<file path="config.mk">
export PLATFORM = sky130hd
export DESIGN_NAME = fp16_norm_round
export DESIGN_NICKNAME = d
export VERILOG_FILES = /design/src/rtl/fp16_norm_round.sv
export SDC_FILE = /design/constraint.sdc
export NUM_CORES = 1
export LEC_CHECK = 0
export CAP_MARGIN = 20
export CORE_MARGIN = 2
export CORE_UTILIZATION = 35
export CTS_CLUSTER_DIAMETER = 200
export CTS_CLUSTER_SIZE = 20
export DETAILED_ROUTE_END_ITERATION = 8
export RECOVER_POWER = 25
export SLEW_MARGIN = 0
export SYNTH_ARGS = -nofsm -noshare
export SYNTH_HDL_FRONTEND = slang
export SYNTH_SLANG_ARGS = --single-unit
</file>
<file path="constraint.sdc">
create_clock -name clk -period 4.2 [get_ports clk]
set_clock_uncertainty 0.2 [all_clocks]
set_input_delay 0.63 -clock clk [delete_from_list [all_inputs] [get_ports clk]]
set_output_delay 0.63 -clock clk [all_outputs]
set_load 0.01 [all_outputs]
</file>
<file path="src/rtl/fp16_norm_round.sv">
// rtl/fp16_norm_round.sv - 3-stage normalise / round-to-nearest-even / pack to IEEE-754 binary16
//
// Ports:
//   clk, reset                 clock, asynchronous active-high reset
//   in_valid / in_ready        operand handshake
//   in_sign, in_exp, in_mant   sign, signed biased exponent (bias 15), raw 22-bit significand
//                              value = in_mant * 2^-20 * 2^(in_exp-15)
//   out_valid / out_ready      result handshake
//   out_result                 binary16 result
//   out_overflow, out_underflow, out_inexact   exception flags, qualified by out_valid
module fp16_norm_round #(
  parameter int EXP_W = 8
) (
  input  logic             clk,
  input  logic             reset,
  input  logic             in_valid,
  output logic             in_ready,
  input  logic             in_sign,
  input  logic [EXP_W-1:0] in_exp,
  input  logic [21:0]      in_mant,
  output logic             out_valid,
  input  logic             out_ready,
  output logic [15:0]      out_result,
  output logic             out_overflow,
  output logic             out_underflow,
  output logic             out_inexact
);

  // Two guard bits absorb +1 and -21 adjustments without wrapping.
  localparam int EW = EXP_W + 2;
  localparam logic signed [EW-1:0] E_ONE = EW'(1);
  localparam logic signed [EW-1:0] E_INF = EW'(31);

  // Stage 1: captured operand
  logic             s1_valid;
  logic             s1_sign;
  logic [EXP_W-1:0] s1_exp;
  logic [21:0]      s1_mant;

  // Stage 2: normalised operand; bit 21 is implicit so only [20:0] is kept
  logic                 s2_valid;
  logic                 s2_sign;
  logic                 s2_zero;
  logic signed [EW-1:0] s2_exp;
  logic [20:0]          s2_mant;

  // Flow control: a stage may load when it is empty or draining this cycle.
  logic s1_ready, s2_ready, s3_ready;

  assign s3_ready = !out_valid || out_ready;
  assign s2_ready = !s2_valid || s3_ready;
  assign s1_ready = !s1_valid || s2_ready;
  assign in_ready = !reset && s1_ready;

  // Normalisation: leading-zero count and left shift
  logic [4:0]           lz;
  logic [21:0]          norm_mant;
  logic signed [EW-1:0] norm_exp;

  always_comb begin
    lz = 5'd0;
    // Ascending scan: the highest set bit overwrites earlier hits.
    for (int i = 0; i < 22; i++) begin
      if (s1_mant[i]) lz = 5'(21 - i);
    end
  end

  assign norm_mant = s1_mant << lz;
  assign norm_exp  = $signed({{2{s1_exp[EXP_W-1]}}, s1_exp}) + E_ONE
                   - $signed({{(EW-5){1'b0}}, lz});

  // Rounding and packing
  logic                 guard, sticky, round_up, carry;
  logic [9:0]           rnd_frac;
  logic signed [EW-1:0] rnd_exp;
  logic [15:0]          res;
  logic                 res_ovf, res_unf, res_inx;

  assign guard    = s2_mant[10];
  assign sticky   = |s2_mant[9:0];
  assign round_up = guard && (sticky || s2_mant[11]);
  // Bit 21 is always 1 for a non-zero operand, so an all-ones fraction
  // rounding up is exactly the 11-bit carry-out case.
  assign carry    = round_up && (&s2_mant[20:11]);
  assign rnd_frac = s2_mant[20:11] + 10'(round_up);
  assign rnd_exp  = carry ? s2_exp + E_ONE : s2_exp;

  always_comb begin
    res     = {s2_sign, 15'd0};
    res_ovf = 1'b0;
    res_unf = 1'b0;
    res_inx = 1'b0;
    if (!s2_zero) begin
      if (rnd_exp >= E_INF) begin
        res     = {s2_sign, 5'h1f, 10'd0};
        res_ovf = 1'b1;
        res_inx = 1'b1;
      end else if (rnd_exp < E_ONE) begin
        // No subnormals: anything below the normal range flushes to zero.
        res_unf = 1'b1;
        res_inx = 1'b1;
      end else begin
        res     = {s2_sign, rnd_exp[4:0], rnd_frac};
        res_inx = guard || sticky;
      end
    end
  end

  // Control and output registers
  always_ff @(posedge clk or posedge reset) begin
    if (reset) begin
      s1_valid      <= 1'b0;
      s2_valid      <= 1'b0;
      out_valid     <= 1'b0;
      out_result    <= 16'h0000;
      out_overflow  <= 1'b0;
      out_underflow <= 1'b0;
      out_inexact   <= 1'b0;
    end else begin
      if (s1_ready) s1_valid  <= in_valid;
      if (s2_ready) s2_valid  <= s1_valid;
      if (s3_ready) out_valid <= s2_valid;
      if (s3_ready && s2_valid) begin
        out_result    <= res;
        out_overflow  <= res_ovf;
        out_underflow <= res_unf;
        out_inexact   <= res_inx;
      end
    end
  end

  // Datapath registers; qualified by the valid bits, so no reset needed.
  always_ff @(posedge clk) begin
    if (in_valid && in_ready) begin
      s1_sign <= in_sign;
      s1_exp  <= in_exp;
      s1_mant <= in_mant;
    end
    if (s1_valid && s2_ready) begin
      s2_sign <= s1_sign;
      s2_exp  <= norm_exp;
      s2_mant <= norm_mant[20:0];
      s2_zero <= !norm_mant[21];
    end
  end

endmodule

</file>
==> results by group, run 1 <==
Placed design
  • GPL Wtd Cong: 0.8762
  • Dpl hpwl: 7465 µm
  • Port bufs: 55
  • Cell Count Post-Placement: 660

STA
  • Final min period: 3.771 ns
  • Hold Fails Final Rpt: 0
  • Setup_tns: 0 ns
  • RSZ-0062 raised after global routing: false
  • # setup viols final: 0
  • Period utilization: 0.8978
  • Slew @ Worst Pin: 0.7984 ns
  • Fmax achieved: 265.2 MHz
  • Relative slew margins: 0.4671
  • Slew Viols, Final: 0

Global route
  • GRT overflow: 0
  • Gr usage total: 0.1429
  • Antenna violations before repair: 0
  • Largest net degree at the start of global routing: 34
  • Number of global-route vias before repair: 3342
  • First-pass GRT wire length: 16250 µm

Clock tree
  • CTS Sinks: 86
  • Clk slew on worst S/H paths: 0.06 ns
  • H-Tree Depth: 3
  • Total CTS buffers: 9
  • CTS tree: built
  • Setup repair bufs after CTS: 0
  • Clock root cell: clkbuf_16
  • Skew-Pair Late Insertion Delay: 0.34 ns
  • Bufs on Longest Clock Path: 2
  • Hold Buf Count CTS: 0

Routing
  • Antenna-violating nets left: 0
  • WL per Instance: 14.13 µm
  • Post-Route WL: 9553 µm
  • Via density: 5.043
  • Via count: 3409
  • First-pass DRT Iterations: 4
  • DRC Markers: 0
  • Drt initial violations: 161

Yosys
  • Syn_area_per_cell: 10.81 µm²
  • Yosys top cell by area: edfxtp_1
  • Synth Flop Type: edfxtp_1
  • Area fraction of the dominant cell type after synthesis: 0.4068
  • Top post-synthesis cells by area: edfxtp_1 41%, dfrtp_1 12%, mux2i_1 7.0%
  • Sequential share of the synthesized area: 0.5233
  • Syn_nets: 488
  • Netlist cell types: 62
  • Syn Std Cell Area: 4725 µm²
  • Synth Register Bits: 86
  • EDFF count, synth: 64
  • Syn Inst Count: 437
  • YS warnings: 0
  • FFs w/ async S/R, synth: 0.2558

Critical path
  • CP endpoint kind: flip-flop
  • CP most frequent cell: a21oi_1
  • WP data arrival: 3.76 ns
  • Max incr delay on CP: 0.57 ns
  • Worst EP required: 4.19 ns
  • CP Launch Type: flip-flop
  • Crit path max-delay family: compound AO/OA/AOI/OAI gates
  • Crit path cell chain: or4_1 -> nor2_1 -> o21ai_0 -> a21oi_1 -> inv_1 -> ha_1 -> fa_1 -> a21oi_1 -> nor2_1 -> nor2_1 -> o21bai_1 -> a21oi_1 -> inv_1 -> a21oi_1
  • Number of buffers and inverters on the critical path: 2
  • Slowest-stage cell, CP: or4_1
  • CP max FO: 11
  • Type of the worst setup path: reg2reg

Power
  • Max IR drop VDD: 0.0002584 V
  • Pwr dens: 367.2 nW/µm²
  • PnR Total Power: 2.111 mW
  • Leak Pwr: 2.164 nW

Finish
  • Post-route core utilization: 0.4359
  • Reg area: 2472 µm²
  • Area of the multi-input gates: 2105 µm²
  • Nets: 546
  • Layout cells sized above 1: 0.07200
  • Finished Layout Cells: 676
  • Fillers: 1254
  • Ant. Diodes: 0
  • Area growth, synth to finish: 21.69%

Die
  • Die Y: 120.2 µm
  • Core ar.: 13190 µm²
  • IO Count: 56
  • Die boundary width: 120.2 µm
  • Rows: 42
  • Starting Density: 0.3582
  • Die ar.: 14440 µm²

Outcome
  • Status: completed

Hold path
  • Worst hold path class: reg2reg

Run
  • Max-cap violations: 0
==> metrics by stage <==
step           hold slack [ns]  area [µm²]  setup WS (ns)
3_5_place_dp            0.2097        5466         0.3285
4_1_cts                 0.2239        5741         0.2958
5_1_grt                 0.2301        5749        0.08567
3_3_place_gp            0.2080        5466         0.4375
6_report                0.2213        5749         0.4292
2_1_floorplan           0.2003        4725         0.6853
==> layout make-up <==
cell class | instances | area share
Clock inverter | 7 | 0.008487
Clock buffer | 9 | 0.03917
Multi-Input combinational cell | 313 | 0.3661
Inverter | 26 | 0.01697
Tap cell | 176 | 0.03830
Sequential cell | 86 | 0.4300
Timing Repair Buffer | 59 | 0.1010
==> cell families after synthesis <==
logic type | share of synthesized area
simple gates | 0.1562
compound gates | 0.1377
flops | 0.5233
buf+inv | 0.03310
mux | 0.07230
xor+xnor | 0.03337
fa+ha+maj | 0.04396
==> timing repair <==
| item | in CTS | in global routing |
|---|---|---|
| setup endpoints to repair | 0 | 2 |
| resized for setup | 0 | 1 |
| hold endpoints to repair | 0 | 0 |
==> routing by layer <==
layer / global-route usage / part of all wire / vias up
met5: 0 / 0 / -
met4: 0.04338 / 0.0045 / 0
met3: 0.04717 / 0.052 / 4
met2: 0.2269 / 0.47 / 93
met1: 0.1858 / 0.47 / 1577
li1: - / - / 1735
==> worst paths after layout <==
path | startpoint | to | slack, ns | cells past startpoint
max | s1_mant[5]$_DFFE_PP_ | s2_exp[9]$_DFFE_PP_ | 0.43 | 14
min | s1_sign$_DFFE_PP_ | s2_sign$_DFFE_PP_ | 0.22 | 0
max reg2reg | s1_mant[5]$_DFFE_PP_ | s2_exp[9]$_DFFE_PP_ | 0.43 | 14
min reg2reg | s1_sign$_DFFE_PP_ | s2_sign$_DFFE_PP_ | 0.22 | 0
max in group asynchronous | reset | out_result[14]$_DFFE_PP0P_ | 2.60 | 2
min in group asynchronous | reset | out_valid$_DFFE_PP0P_ | 0.70 | 2
==> Yosys cell counts (8+ instances only) <==
cell type   n
a21oi_1    23
dfrtp_1    22
edfxtp_1   64
ha_1       15
inv_1      25
mux2i_1    33
nand2_1    41
nand3_1    13
nor2_1     45
nor3_1      9
o21ai_0    16
o21ai_1     8
o22ai_1     8
xnor2_1     9
xor2_1      9
==> layout by cell type, fill, tap and decap left out, types with 3 or more instances in the layout <==
master / synthesis / layout
ha_1: 15 / 15
nand2_1: 41 / 41
nor2_1: 45 / 45
clkbuf_16: 0 / 9
o211ai_1: 6 / 6
or3_1: 3 / 3
edfxtp_1: 64 / 64
xor2_1: 9 / 9
buf_4: 0 / 4
inv_1: 25 / 25
mux2i_1: 33 / 33
dlygate4sd3_1: 0 / 33
nand3_1: 13 / 13
xnor2_1: 9 / 9
nand4_1: 5 / 5
o21ai_0: 16 / 16
a22oi_1: 4 / 4
nor2b_1: 5 / 5
o21ai_1: 8 / 8
clkdlybuf4s50_1: 0 / 22
o22ai_1: 8 / 8
nor4_1: 5 / 5
o21a_1: 4 / 4
o21bai_1: 4 / 4
and2_1: 4 / 4
nor3_1: 9 / 9
or2_2: 3 / 3
dfrtp_1: 22 / 22
a221oi_1: 3 / 3
a21oi_1: 23 / 23
==> where the power goes <==
| part | switching (mW) | leakage [nW] | internal, mW | total [mW] |
|---|---|---|---|---|
| logic | 0.172 | 1.14 | 0.152 | 0.324 |
| clock network | 0.323 | 0.128 | 0.401 | 0.723 |
| registers | 0.0576 | 0.893 | 1.01 | 1.06 |
==> worst reg2reg max path, cell delays in order, from the launching register on <==
cell,delay [ns]
edfxtp_1,0.44
or4_1,0.57
nor2_1,0.10
o21ai_0,0.08
a21oi_1,0.22
inv_1,0.23
ha_1,0.40
fa_1,0.48
a21oi_1,0.17
nor2_1,0.06
nor2_1,0.15
o21bai_1,0.09
a21oi_1,0.22
inv_1,0.06
a21oi_1,0.15
==> registers in the layout (all words and copies together), names as in the netlist, 8 cells and up <==
| name | flops |
|---|---|
| s2_exp | 10 |
| s1_exp | 8 |
| s2_mant | 21 |
| s1_mant | 22 |
| out_result | 16 |
No activity file was read; power rests on OpenSTA's default activity.
==> run 2: changes to the inputs <==
- CTS_CLUSTER_DIAMETER: 200 -> 40
- clock period: 4.2 -> 4.3 ns (I/O delays scaled with it)
==> run 2 against run 1 <==
  * Sequential power is essentially flat
  * Combinational power shrank 2%
  * Highest routed layer unchanged
  * Sequential share of layout area shrank 0.17 points
  * Largest power group unchanged
==> results by group, run 2 (synthesis gave the netlist of run 1 again) <==
Outcome
  • Status: completed

Critical path
  • CP Launch Type: flip-flop
  • Max incr delay on CP: 0.51 ns (-0.06 ns)
  • Worst EP required: 4.29 ns (+0.10 ns)
  • Number of buffers and inverters on the critical path: 3 (+1)
  • Type of the worst setup path: reg2reg
  • Reg2reg end: s2_exp[9]$_DFFE_PP_
  • Crit path max-delay family: compound AO/OA/AOI/OAI gates
  • CP max FO: 18 (+7)
  • Reg2Reg Depth: 16 (+2)
  • CP endpoint kind: flip-flop
  • Crit path cell chain: nor2_1 -> o311ai_1 -> o311ai_0 -> a31o_2 -> inv_2 -> ha_1 -> inv_1 -> ha_1 -> fa_1 -> a21oi_1 -> nor2_1 -> nor2_1 -> o21bai_1 -> a21oi_1 -> inv_1 -> a21oi_1
  • Reg2reg start: s1_mant[7]$_DFFE_PP_
  • WP data arrival: 3.89 ns (+0.13 ns)
  • Slowest-stage cell, CP: a31o_2
  • R2R setup slack: 0.40 ns (-0.03 ns)

Finish
  • Layout cells sized above 1: 0.07400 (+0.002000)
  • Ant. Diodes: 0 (unchanged)
  • Nets: 546 (unchanged)
  • Reg with most FFs: s1_mant
  • Largest regs: s1_mant (22), s2_mant (21), out_result (16)
  • Commonest non-fill, non-tap cell in the layout: edfxtp_1
  • Post-route core utilization: 0.4376 (+0.001707)
  • Finished Layout Cells: 676 (unchanged)
  • Area growth, synth to finish: 22.17%
  • Most frequent cells in the layout: 64 x edfxtp_1, 45 x nor2_1, 41 x nand2_1
  • Largest register FFs: 22 (unchanged)

Routing
  • First-pass DRT Iterations: 6 (+2)
  • Antenna-violating nets left: 0 (unchanged)
  • WL per Instance: 14.33 µm (+1.4%)
  • Via density: 5.068 (+0.50%)
  • DRC Markers: 0 (unchanged)
  • Post-Route WL: 9689 µm (+1.4%)
  • Via count: 3426 (+0.50%)
  • Drt initial violations: 146 (-9.3%)

Global route
  • First-pass GRT wire length: 16330 µm (+0.47%)
  • GRT overflow: 0 (unchanged)
  • Gr usage total: 0.1438 (+0.0008564)
  • Antenna violations before repair: 0 (unchanged)
  • Number of global-route vias before repair: 3481 (+4.2%)
  • Largest net degree at the start of global routing: 34 (unchanged)

STA
  • Final min period: 3.899 ns (+0.1286 ns)
  • Final setup margin: 0.4006 ns (-0.02856 ns)
  • # setup viols final: 0 (unchanged)
  • Period utilization: 0.9068 (+0.009018)
  • Slew @ Worst Pin: 0.7771 ns (-0.02131 ns)
  • Slew Viols, Final: 0 (unchanged)
  • Relative slew margins: 0.4814 (+0.01422)
  • Fmax achieved: 256.4 MHz (-3.3%)
  • Hold Fails Final Rpt: 0 (unchanged)
  • Setup_tns: 0 ns (unchanged)
  • RSZ-0062 raised after global routing: false

Clock tree
  • Hold Buf Count CTS: 0 (unchanged)
  • Clock root cell: clkbuf_16
  • H-Tree Depth: 3 (unchanged)
  • CTS tree: built
  • CTS Sinks: 86 (unchanged)
  • Skew-Pair Late Insertion Delay: 0.35 ns (about the same)
  • Post-CTS sizing: 0 (unchanged)
  • Setup repair bufs after CTS: 0 (unchanged)
  • Clk slew on worst S/H paths: 0.06 ns (about the same)
  • Total CTS buffers: 9 (unchanged)
  • Bufs on Longest Clock Path: 2 (unchanged)

Placed design
  • Port bufs: 55 (unchanged)
  • Placement Setup Slack: 0.4241 ns (+0.09562 ns)
  • Dpl hpwl: 7472 µm (about the same)
  • Cell Count Post-Placement: 660 (unchanged)
  • GPL Wtd Cong: 0.8776 (+0.16%)

Power
  • Max IR drop VDD: 0.0001608 V (-38%)
  • Pwr dens: 368.3 nW/µm² (+0.29%)
  • Leak Pwr: 2.183 nW (+0.87%)

Die
  • Die ar.: 14440 µm² (unchanged)
  • Die boundary width: 120.2 µm (unchanged)
  • IO Count: 56 (unchanged)
  • Rows: 42 (unchanged)
  • Die Y: 120.2 µm (unchanged)
  • Starting Density: 0.3582 (unchanged)
  • Core ar.: 13190 µm² (unchanged)

Run
  • Max-cap violations: 0 (unchanged)

Hold path
  • Hold Path Origin: s1_sign$_DFFE_PP_
  • Hold depth: 0 (unchanged)
  • Worst hold path class: reg2reg
  • Hold path endpoint: s2_sign$_DFFE_PP_
## run 2: changes by cell type in the layout (fill, tap and decap cells not counted)
cell	before	now
clkinv_2	0	2
a31o_2	1	2
clkbuf_16	9	11
clkinvlp_4	2	1
clkbuf_1	0	1
inv_6	2	0
a31o_4	1	0
clkinv_1	2	0
## run 2: metal layers
metal  GRT usage  vias to the layer above  part of all wire
met1      0.1872                     1585              0.48
met5           0                        -                 0
met4     0.07500                        0             0.026
met2      0.2276                       87              0.46
li1            -                     1736                 -
met3     0.02783                       18             0.041
## run 2: layout make-up
type,instances,area [µm²]
inverters,26,97.59
clock inverters,4,26.28
well taps,176,220.2
flip-flops and latches,86,2472
fillers,1265,7418
multi-input cells,313,2096
repair buffers,59,580.6
clock buffers,12,279.0
## run 2: report_power, final
group          switching [mW]  total, mW  internal [mW]
clock                   0.311      0.772          0.460
combinational           0.168      0.316          0.148
sequential             0.0556       1.04          0.983
total                   0.535       2.13           1.59
## run 2: stage by stage
step	hold WS (ns)	power (mW)	area, µm²
finish	0.2246	2.126	5772
global route	0.2543	2.237	5772
CTS	0.2312	2.165	5772
detailed placement	0.2155	1.379	5466
global placement	0.2086	1.371	5466
floorplan	0.2003	1.245	4725
## run 2: worst reg2reg max path: stages (launching register included)
cell and delay (ns):
edfxtp_1 0.45, nor2_1 0.21, o311ai_1 0.13, o311ai_0 0.13, a31o_2 0.51, inv_2 0.22
ha_1 0.33, inv_1 0.04, ha_1 0.21, fa_1 0.41, a21oi_1 0.16, nor2_1 0.05
nor2_1 0.16, o21bai_1 0.08, a21oi_1 0.23, inv_1 0.06, a21oi_1 0.15
## run 2: worst max path at each step
stage / cells after the start / end / start / slack, ns
2_1_floorplan: 14 / s2_exp[7]$_DFFE_PP_ / s1_mant[5]$_DFFE_PP_ / 0.79
3_3_place_gp: 15 / s2_exp[7]$_DFFE_PP_ / s1_mant[7]$_DFFE_PP_ / 0.54
3_5_place_dp: 16 / s2_exp[9]$_DFFE_PP_ / s1_mant[7]$_DFFE_PP_ / 0.42
4_1_cts: 16 / s2_exp[9]$_DFFE_PP_ / s1_mant[7]$_DFFE_PP_ / 0.40
5_1_grt: 16 / s2_exp[9]$_DFFE_PP_ / s1_mant[7]$_DFFE_PP_ / 0.06
6_report: 16 / s2_exp[9]$_DFFE_PP_ / s1_mant[7]$_DFFE_PP_ / 0.40
==> run 3: changes to the inputs <==
- MAX_ROUTING_LAYER: not set -> met4
==> run 3 against run 2 <==
  * Sequential share of layout area increased by 0.30 points
  * Combinational power about the same
  * Sequential power about the same
  * Worst hold slack got worse by 0.0032 ns
  * Setup slack improved by 0.025 ns
  * Non-clock buffer count unchanged
  * Critical endpoint is now s2_exp[7]$_DFFE_PP_
==> results by group, run 3 (synthesis gave the netlist of run 1 again) <==
Finish
  • Final Cell Area: 5732 µm² (-0.69%)
  • Area growth, synth to finish: 21.32%
  • Post-route core utilization: 0.4345 (-0.003035)
  • Largest regs: s1_mant (22), s2_mant (21), out_result (16)
  • Area of the multi-input gates: 2096 µm² (unchanged)
  • Most frequent cells in the layout: 64 x edfxtp_1, 45 x nor2_1, 41 x nand2_1
  • Ant. Diodes: 0 (unchanged)
  • Largest register FFs: 22 (unchanged)
  • Layout cells sized above 1: 0.07415 (+0.0001483)
  • Commonest non-fill, non-tap cell in the layout: edfxtp_1
  • Fillers: 1236 (-2.3%)
  • Nets: 546 (unchanged)
  • Reg area: 2472 µm² (unchanged)
  • Reg with most FFs: s1_mant

STA
  • Period utilization: 0.9010 (-0.005853)
  • # setup viols final: 0 (unchanged)
  • Setup_tns: 0 ns (unchanged)
  • Final min period: 3.874 ns (-0.02517 ns)
  • Min Hold Slack: 0.2214 ns (-0.003220 ns)
  • Fmax achieved: 258.1 MHz (+0.65%)
  • Slew Viols, Final: 0 (unchanged)
  • RSZ-0062 raised after global routing: false
  • Relative slew margins: 0.4563 (-0.02501)
  • Slew @ Worst Pin: 0.8146 ns (+0.03747 ns)
  • Hold Fails Final Rpt: 0 (unchanged)

Clock tree
  • H-Tree Depth: 3 (unchanged)
  • CTS Sinks: 86 (unchanged)
  • Post-CTS sizing: 0 (unchanged)
  • Hold Buf Count CTS: 0 (unchanged)
  • Clock root cell: clkbuf_16
  • Clk slew on worst S/H paths: 0.06 ns (about the same)
  • Total CTS buffers: 9 (unchanged)
  • Skew-Pair Late Insertion Delay: 0.34 ns (about the same)
  • CTS tree: built
  • Bufs on Longest Clock Path: 2 (unchanged)
  • Setup repair bufs after CTS: 0 (unchanged)

Critical path
  • Reg2reg start: s1_mant[7]$_DFFE_PP_
  • Worst EP required: 4.19 ns (-0.10 ns)
  • WP data arrival: 3.76 ns (-0.13 ns)
  • Crit path cell chain: nor2_1 -> o311ai_1 -> o311ai_0 -> a31o_2 -> inv_2 -> ha_1 -> inv_1 -> ha_1 -> fa_1 -> a21oi_1 -> nor2_1 -> nor2_1 -> o21bai_1 -> a21oi_1 -> xnor2_1
  • Slowest-stage cell, CP: a31o_2
  • Origin of the worst setup path: s1_mant[7]$_DFFE_PP_
  • Crit path max-delay family: compound AO/OA/AOI/OAI gates
  • CP most frequent cell: nor2_1
  • CP endpoint kind: flip-flop
  • CP max FO: 18 (unchanged)
  • CP Launch Type: flip-flop
  • Max incr delay on CP: 0.51 ns (about the same)
  • Type of the worst setup path: reg2reg
  • Number of buffers and inverters on the critical path: 2 (-1)

Placed design
  • Dpl hpwl: 7467 µm (about the same)
  • Dpl cell area: 5466 µm² (unchanged)
  • GPL Wtd Cong: 0.9042 (+3.0%)
  • Port bufs: 55 (unchanged)

Global route
  • First-pass GRT wire length: 16400 µm (+0.47%)
  • GRT overflow: 0 (unchanged)
  • Gr usage total: 0.1482 (+0.004384)
  • Number of global-route vias before repair: 3375 (-3.0%)
  • Largest net degree at the start of global routing: 34 (unchanged)
  • Antenna violations before repair: 0 (unchanged)

Die
  • IO Count: 56 (unchanged)
  • Die Y: 120.2 µm (unchanged)
  • Core ar.: 13190 µm² (unchanged)
  • Die boundary width: 120.2 µm (unchanged)
  • Die ar.: 14440 µm² (unchanged)
  • Starting Density: 0.3582 (unchanged)
  • Rows: 42 (unchanged)

Hold path
  • Hold Path Origin: s1_sign$_DFFE_PP_
  • Worst hold path class: reg2reg

Routing
  • Via count: 3447 (+0.61%)
  • DRC Markers: 0 (unchanged)
  • Post-Route WL: 9669 µm (-0.21%)
  • Via density: 5.107 (+0.76%)
  • First-pass DRT Iterations: 5 (-1)
  • WL per Instance: 14.32 µm (about the same)
  • Antenna-violating nets left: 0 (unchanged)
  • Drt initial violations: 149 (+2.1%)

Power
  • Reg power frac: 0.507 (+0.019)
  • Logic pwr share: 0.154 (+0.005)
  • Max IR drop VDD: 0.0001592 V (-0.95%)
  • Pwr dens: 357.6 nW/µm² (-2.9%)
  • P_int: 1.517 mW (-4.7%)
  • Clock share of power: 0.339 (-0.024)
  • Switch Pwr: 0.5329 mW (-0.33%)
  • Leak Pwr: 2.165 nW (-0.82%)
  • Switching share of total power: 0.2600 (+0.008464)
  • PnR Total Power: 2.050 mW (-3.6%)

Run
  • Max-cap violations: 0 (unchanged)

Outcome
  • Status: completed
[run 3: layout make-up]
class,count,share of cell area
inverters,26,0.01703
well taps,176,0.03842
clock inverters,6,0.006985
repair buffers,59,0.1013
clock buffers,9,0.03929
multi-input cells,313,0.3656
flip-flops and latches,86,0.4313
[run 3: metrics by stage]
stage | std cells | setup WS (ns)
detailed placement | 660 | 0.4317
floorplan | 437 | 0.7853
CTS | 675 | 0.4278
global placement | 660 | 0.5315
finish | 675 | 0.4258
global route | 675 | 0.1029
[run 3: power groups by stage]
stage / Combinational, mW / Sequential (mW) / Clock, mW
detailed placement: 0.324 / 1.06 / 0
CTS: 0.326 / 1.04 / 0.723
global route: 0.354 / 1.05 / 0.760
floorplan: 0.197 / 1.05 / 0
global placement: 0.320 / 1.05 / 0
finish: 0.317 / 1.04 / 0.695
[run 3: final timing paths]
check	endpoint	slack, ns	cells after the start
setup / recovery	s2_exp[7]$_DFFE_PP_	0.43	15
hold / removal	s2_sign$_DFFE_PP_	0.22	0
setup reg to reg	s2_exp[7]$_DFFE_PP_	0.43	15
hold reg to reg	s2_sign$_DFFE_PP_	0.22	0
max in group asynchronous	out_result[14]$_DFFE_PP0P_	2.65	2
min in group asynchronous	s2_valid$_DFFE_PP0P_	0.74	2
[run 3: worst reg2reg max path, stage by stage, from the launching register on]
cell	delay (ns)
edfxtp_1	0.45
nor2_1	0.20
o311ai_1	0.14
o311ai_0	0.14
a31o_2	0.51
inv_2	0.22
ha_1	0.33
inv_1	0.04
ha_1	0.21
fa_1	0.41
a21oi_1	0.16
nor2_1	0.05
nor2_1	0.14
o21bai_1	0.08
a21oi_1	0.23
xnor2_1	0.10
[run 3: layer usage]
metal / share of wire / GRT usage / routed length [µm] / vias up
met3: 0.053 / 0.04151 / 513 / 11
met2: 0.46 / 0.2305 / 4478 / 92
met1: 0.47 / 0.1863 / 4534 / 1611
met5: 0 / - / 0 / -
met4: 0.015 / 0.05221 / 143 / 0
li1: - / - / - / 1733
